==> config.mk <==
export PLATFORM = sky130hd
export DESIGN_NAME = priority_arbiter
export DESIGN_NICKNAME = d
export VERILOG_FILES = /design/src/rtl/priority_arbiter.sv
export SDC_FILE = /design/constraint.sdc
export NUM_CORES = 1
export LEC_CHECK = 0
export CORE_UTILIZATION = 30
export DETAILED_ROUTE_END_ITERATION = 6
export GPL_TIMING_DRIVEN = 0
export SLEW_MARGIN = 10
export SYNTH_ARGS = -nofsm -noshare
export SYNTH_HDL_FRONTEND = slang
export SYNTH_SLANG_ARGS = --single-unit
==> constraint.sdc <==
create_clock -name clk_i -period 1.7 [get_ports clk_i]
set_input_delay 0.34 -clock clk_i [delete_from_list [all_inputs] [get_ports clk_i]]
set_output_delay 0.34 -clock clk_i [all_outputs]
set_load 0.03 [all_outputs]
==> src/rtl/priority_arbiter.sv <==
// Registered N-way request arbiter with a valid/ready handshake on both sides.
// The encoder is combinational from req and rr_ptr; only the result stage and rr_ptr hold state.
module priority_arbiter #(
  parameter int unsigned N           = 8,
  parameter bit          ROUND_ROBIN = 1'b0,
  localparam int unsigned W          = $clog2(N)
) (
  input  logic         clk_i,
  input  logic         reset_i,
  input  logic [N-1:0] req_i,
  input  logic         req_valid_i,
  output logic         req_ready_o,
  output logic         grant_valid_o,
  input  logic         grant_ready_i,
  output logic [W-1:0] grant_idx_o,
  output logic [N-1:0] grant_onehot_o,
  output logic         grant_none_o
);

  logic         grant_valid_q, grant_valid_d;
  logic [W-1:0] grant_idx_q, grant_idx_d;
  logic [N-1:0] grant_onehot_q, grant_onehot_d;
  logic         grant_none_q, grant_none_d;
  logic [W-1:0] rr_ptr_q, rr_ptr_d;

  logic         accept;
  logic [N-1:0] rr_mask;
  logic [N-1:0] req_masked;
  logic [N-1:0] search;
  logic         win_found;
  logic [W-1:0] win_idx;
  logic [N-1:0] win_onehot;

  assign req_ready_o = !grant_valid_q || grant_ready_i;
  assign accept      = req_valid_i && req_ready_o;

  // Round-robin search: bits at or above rr_ptr first, otherwise fall back to the full vector,
  // which yields the wrap-around order rr_ptr..N-1 then 0..rr_ptr-1. In fixed mode the mask is
  // empty, so the full vector is always searched from bit 0.
  always_comb begin
    rr_mask = '0;
    for (int i = 0; i < N; i++) begin
      rr_mask[i] = ROUND_ROBIN && (i >= int'(rr_ptr_q));
    end
    req_masked = req_i & rr_mask;
    search     = (|req_masked) ? req_masked : req_i;
    win_found  = |req_i;
  end

  always_comb begin
    win_idx = '0;
    for (int i = N - 1; i >= 0; i--) begin
      if (search[i]) begin
        win_idx = W'(i);
      end
    end
    win_onehot = '0;
    for (int i = 0; i < N; i++) begin
      win_onehot[i] = win_found && (win_idx == W'(i));
    end
  end

  always_comb begin
    grant_valid_d  = grant_valid_q;
    grant_idx_d    = grant_idx_q;
    grant_onehot_d = grant_onehot_q;
    grant_none_d   = grant_none_q;
    rr_ptr_d       = rr_ptr_q;
    if (accept) begin
      grant_valid_d  = 1'b1;
      grant_idx_d    = win_idx;
      grant_onehot_d = win_onehot;
      grant_none_d   = !win_found;
      // Wrap at N-1 explicitly so a non-power-of-two N never lands on an unused index.
      if (ROUND_ROBIN && win_found) begin
        rr_ptr_d = (win_idx == W'(N - 1)) ? '0 : win_idx + W'(1);
      end
    end else if (grant_ready_i) begin
      grant_valid_d = 1'b0;
    end
  end

  always_ff @(posedge clk_i) begin
    if (reset_i) begin
      grant_valid_q  <= 1'b0;
      grant_idx_q    <= '0;
      grant_onehot_q <= '0;
      grant_none_q   <= 1'b0;
      rr_ptr_q       <= '0;
    end else begin
      grant_valid_q  <= grant_valid_d;
      grant_idx_q    <= grant_idx_d;
      grant_onehot_q <= grant_onehot_d;
      grant_none_q   <= grant_none_d;
      rr_ptr_q       <= rr_ptr_d;
    end
  end

  assign grant_valid_o  = grant_valid_q;
  assign grant_idx_o    = grant_idx_q;
  assign grant_onehot_o = grant_onehot_q;
  assign grant_none_o   = grant_none_q;

endmodule

Yosys cells after proc, flatten, opt, wreduce, memory -nomap -nowiden
Cells that the tools add are included.

cells by class
  equality and inequality tests = 7
  reductions and logical operators = 15
  muxes and demuxes = 10

operators by type and width
  kind                  number
  $mux W3               8
  $eq A3 B3 Y1 const B  4
  $logic_and A1 B1 Y1   9
  $reduce_or A8 Y1      1
  $eq A3 B2 Y1 const B  2
  $eq A3 B1 Y1 const B  1
  $logic_not A3 Y1      1
  $logic_not A1 Y1      2
  $mux W1               2
  $reduce_bool A2 Y1    1
  $logic_or A1 B1 Y1    1

word-level totals
  register bits = 13
  output and inout bits = 14
  input bits = 12

Logic depth before layout (Yosys ltp)
  word-level depth = 10
  mapped depth = 5
  gate-level depth less buffers = 4

Worst setup path before layout
OpenSTA, ideal clock, no wires.

  path kind = reg2reg
  start point = register grant_valid_q (netlist: grant_valid_o)
  end point = register grant_none_q (netlist: grant_none_o)
  setup time = 0.071 ns
  arrival time = 1.643 ns
  slack = -0.013 ns
  stages on the path, launching flop included = 5
  path buffers = 0
  cell sequence = dfxtp_1 > nand2b_1 > nand2_1 > or4_1 > a21oi_1

between the ends
  cells in the longest elaborated chain, start to end = 3

ends and longest elaborated chain
  element                 line  source
  from (decl)             20    logic grant_valid_q, grant_valid_d;
  from (signal assigned)  91    grant_valid_q <= grant_valid_d;
  $logic_not A1 Y1        34    assign req_ready_o = !grant_valid_q || grant_ready_i;
  $logic_or A1 B1 Y1      34
  via req_ready_o         12    output logic req_ready_o,
  $logic_and A1 B1 Y1     35    assign accept = req_valid_i && req_ready_o;
  to (signal assigned)    94    grant_none_q <= grant_none_d;
  to (decl)               23    logic grant_none_q, grant_none_d;

The timed path passes the listed nets, and every way through them passes these cells.
A chain may end at the register's enable or synchronous reset.

Worst setup path after layout
  start point = input port grant_ready_i
  end point = output port req_ready_o

between the ends
  cells in the longest elaborated chain, start to end = 1

ends and longest elaborated chain
  element             line  source
  from (decl)         14    input logic grant_ready_i,
  $logic_or A1 B1 Y1  34
  to (decl)           12

No other way between the ends.

==> flow_summary.ini <==
[finish]
fillers = 197
area.sequential_um2 = 260
antenna_cells = 0
nNetsFinal = 108
multi_input_area_um2 = 290
drive_above_1_share_pct = 9.47
design_area_um2 = 882
syn2layout_area_growth_pct = 58.4

[detailed_routing]
drc = 0
antenna_left = 0
wl_per_cell_um = 11.7
vias = 577
drt_iter0_drc = 7
avgViaCountPerCell = 4.81
dr.pass1.iters = 3
wirelength_mm = 1.41

[setup_path]
critPathLaunchType = input pin
startpoint = grant_ready_i
required_ns = 1.36
reg2reg_from = grant_valid_o
crit_type = input pin to output pin
cp-end-kind = output pin
worstSetupEndpoint = req_ready_o
rr_worst_depth = 4
worstPathArrival_ns = 1.31
rrSetupSlack_ns = 0.39
crit_fanout = 5
r2r_end = grant_none_o

[pwr]
swShare_pct = 27.3
p_switching_uw = 171
max-vdd-ir-drop_mv = 0.411
power.density_nw_per_um2 = 711
seq_power_share_pct = 50.4
power_uw = 627
power_frac_clock_pct = 31.0
leakage_uw = 0.000338
combPwrFrac_pct = 18.6
p_int_uw = 456

[floorplanning]
ioPinCount = 26
die_area_um2 = 2030
die_x_um = 45.1
die_y_um = 45.1
core_area_um2 = 1730
rows = 15
initial_core_util_pct = 32.2

[timing]
period_share_pct = 97.3
skew_ns = 0.00378
maxSlewHeadroom_pct = 68.7
holdWs_ns = 0.422
grt_setup_unrepaired = false
final.setup.tns_ns = 0
setup_violations = 0
timing.final.ws_setup_ns = 0.0465
worstMarginPinSlew_ns = 0.470
hold_viol_final = 0
finalCriticalPeriod_ns = 1.65
drv_slew = 0
max_freq_ghz = 0.605

[clock_network]
clock-sinks = 13
htreeDepth = 1
clock_path_buffers = 2
clk_latency_ns = 0.27
numCtsBuffers = 3
clkTransAtPathRegs_ns = 0.08
cts_tree = done
clockRootBuffer = clkbuf_4

[yosys]
syn-num-nets = 77
synth_top_cell_area_share_pct = 46.7
synth.distinct_cells = 24
ys_top_cells_by_area = dfxtp_1 47%, a21oi_1 7.2%, nand2_1 6.7%
async_reset_ff_share_pct = 0
synth-seq-cells = 13
synth_common_cells = 13 x dfxtp_1, 10 x nand2_1, 8 x a21oi_1, 8 x nor2_1
yosysMostFrequentCell = dfxtp_1
ys_seq_area_share_pct = 46.7
syn_inst = 65
synth_edf_count = 0
avgSynthCellArea_um2 = 8.57
netlist_area_um2 = 557
ys.flop_type = dfxtp_1
ys_warn_count = 0
yosysTopAreaCell = dfxtp_1

[global_routing]
grt_overflow = 0
grt_pass1_vias = 506
grt_max_degree = 11
antenna_found_initial = 0
grt_pass1_wl_mm = 2.23
grt.total_usage_pct = 16.3

[outcome]
outcome = finished clean

[placement]
numPortBuffers = 25
gp_congestion = 0.735
pre_cts_ws_ns = -0.318
dp_hpwl_mm = 1.01
place_area_um2 = 841

[hold_path]
hold_path.class = input pin to flop

[job]
maxCapViolations = 0
==> metal layers <==
layer | vias to the layer above | track usage, % | wire length, um
li1 | 294 | - | -
met1 | 264 | 20.0 | 704
met2 | 17 | 23.5 | 625
met3 | 2 | 6.00 | 61
met4 | 0 | 10.9 | 16
met5 | - | 0 | 0
==> registers in the layout, indices dropped and copies added, names as in the netlist <==
| signal | cells |
|---|---|
| grant_none_o | 1 |
| grant_onehot_o | 8 |
| grant_valid_o | 1 |
| grant_idx_o | 3 |
==> per-stage QoR <==
stage          utilization, %  instances
2_1_floorplan               -         65
3_3_place_gp             48.7        115
3_5_place_dp             48.7        115
4_1_cts                  50.0        119
5_1_grt                  51.1        120
6_report                 51.1        120
==> cells by family (layout without fill, tap and decap cells) <==
logic type | after synthesis | count (layout) | share of synthesized area, %
buffers and inverters | 3 | 33 | 2.02
AO/OA/AOI/OAI | 18 | 18 | 21.3
AND/OR/NAND/NOR | 31 | 31 | 29.9
flip-flops | 13 | 13 | 46.7
==> worst min path at each step <==
| stage | from | endpoint | slack (ns) | cells past startpoint |
|---|---|---|---|---|
| final | req_i[0] | grant_onehot_o[0] | 0.42 | 3 |
| after global routing | req_i[0] | grant_onehot_o[0] | 0.42 | 3 |
| after CTS | grant_none_o | grant_none_o | 0.46 | 2 |
| after detailed placement | grant_none_o | grant_none_o | 0.45 | 2 |
| after global placement | grant_none_o | grant_none_o | 0.44 | 2 |
| after floorplan | reset_i | grant_idx_o[0] | 0.41 | 1 |
==> worst max-delay path: stages <==
cell and delay [ns]:
clkdlybuf4s50_1 0.45, nand2b_2 0.15, clkdlybuf4s15_1 0.37
==> power groups by stage <==
stage               Sequential, uW  Clock, uW  Combinational [uW]
floorplan                      340          0                39.7
global placement               324          0                 117
detailed placement             324          0                 118
CTS                            317        204                 116
global route                   318        217                 126
finish                         316        194                 117
==> what timing repair did <==
item | 4_1_cts | 5_1_grt
setup buffers | 0 | 1
endpoints found under the hold margin | 0 | 0
hold buffers | 0 | 0
gates resized for setup | 3 | 6
setup endpoints to repair | 4 | 6
pin swaps | 2 | 3
==> final cells by class <==
type                       instances  share of cell area, %
tap                               25                   3.55
clock buffer                       4                   2.98
multi-input combinational         49                   32.9
sequential                        13                   29.5
inverter                           1                  0.426
timing repair buffer              26                   29.8
buffer                             2                  0.851
==> placed cells by master, fill, tap and decap left out, drive strengths merged, types with 2 or more instances in the layout <==
cell type / count
a21oi: 8
a32oi: 2
clkbuf: 6
clkdlybuf4s50: 19
dfxtp: 13
dlygate4sd2: 2
dlymetal6s2s: 3
nand2: 10
nand3: 2
nor2: 8
nor3: 2
o21a: 2
o21ai: 2
or4: 2
Power figures use the tool's default switching activity.
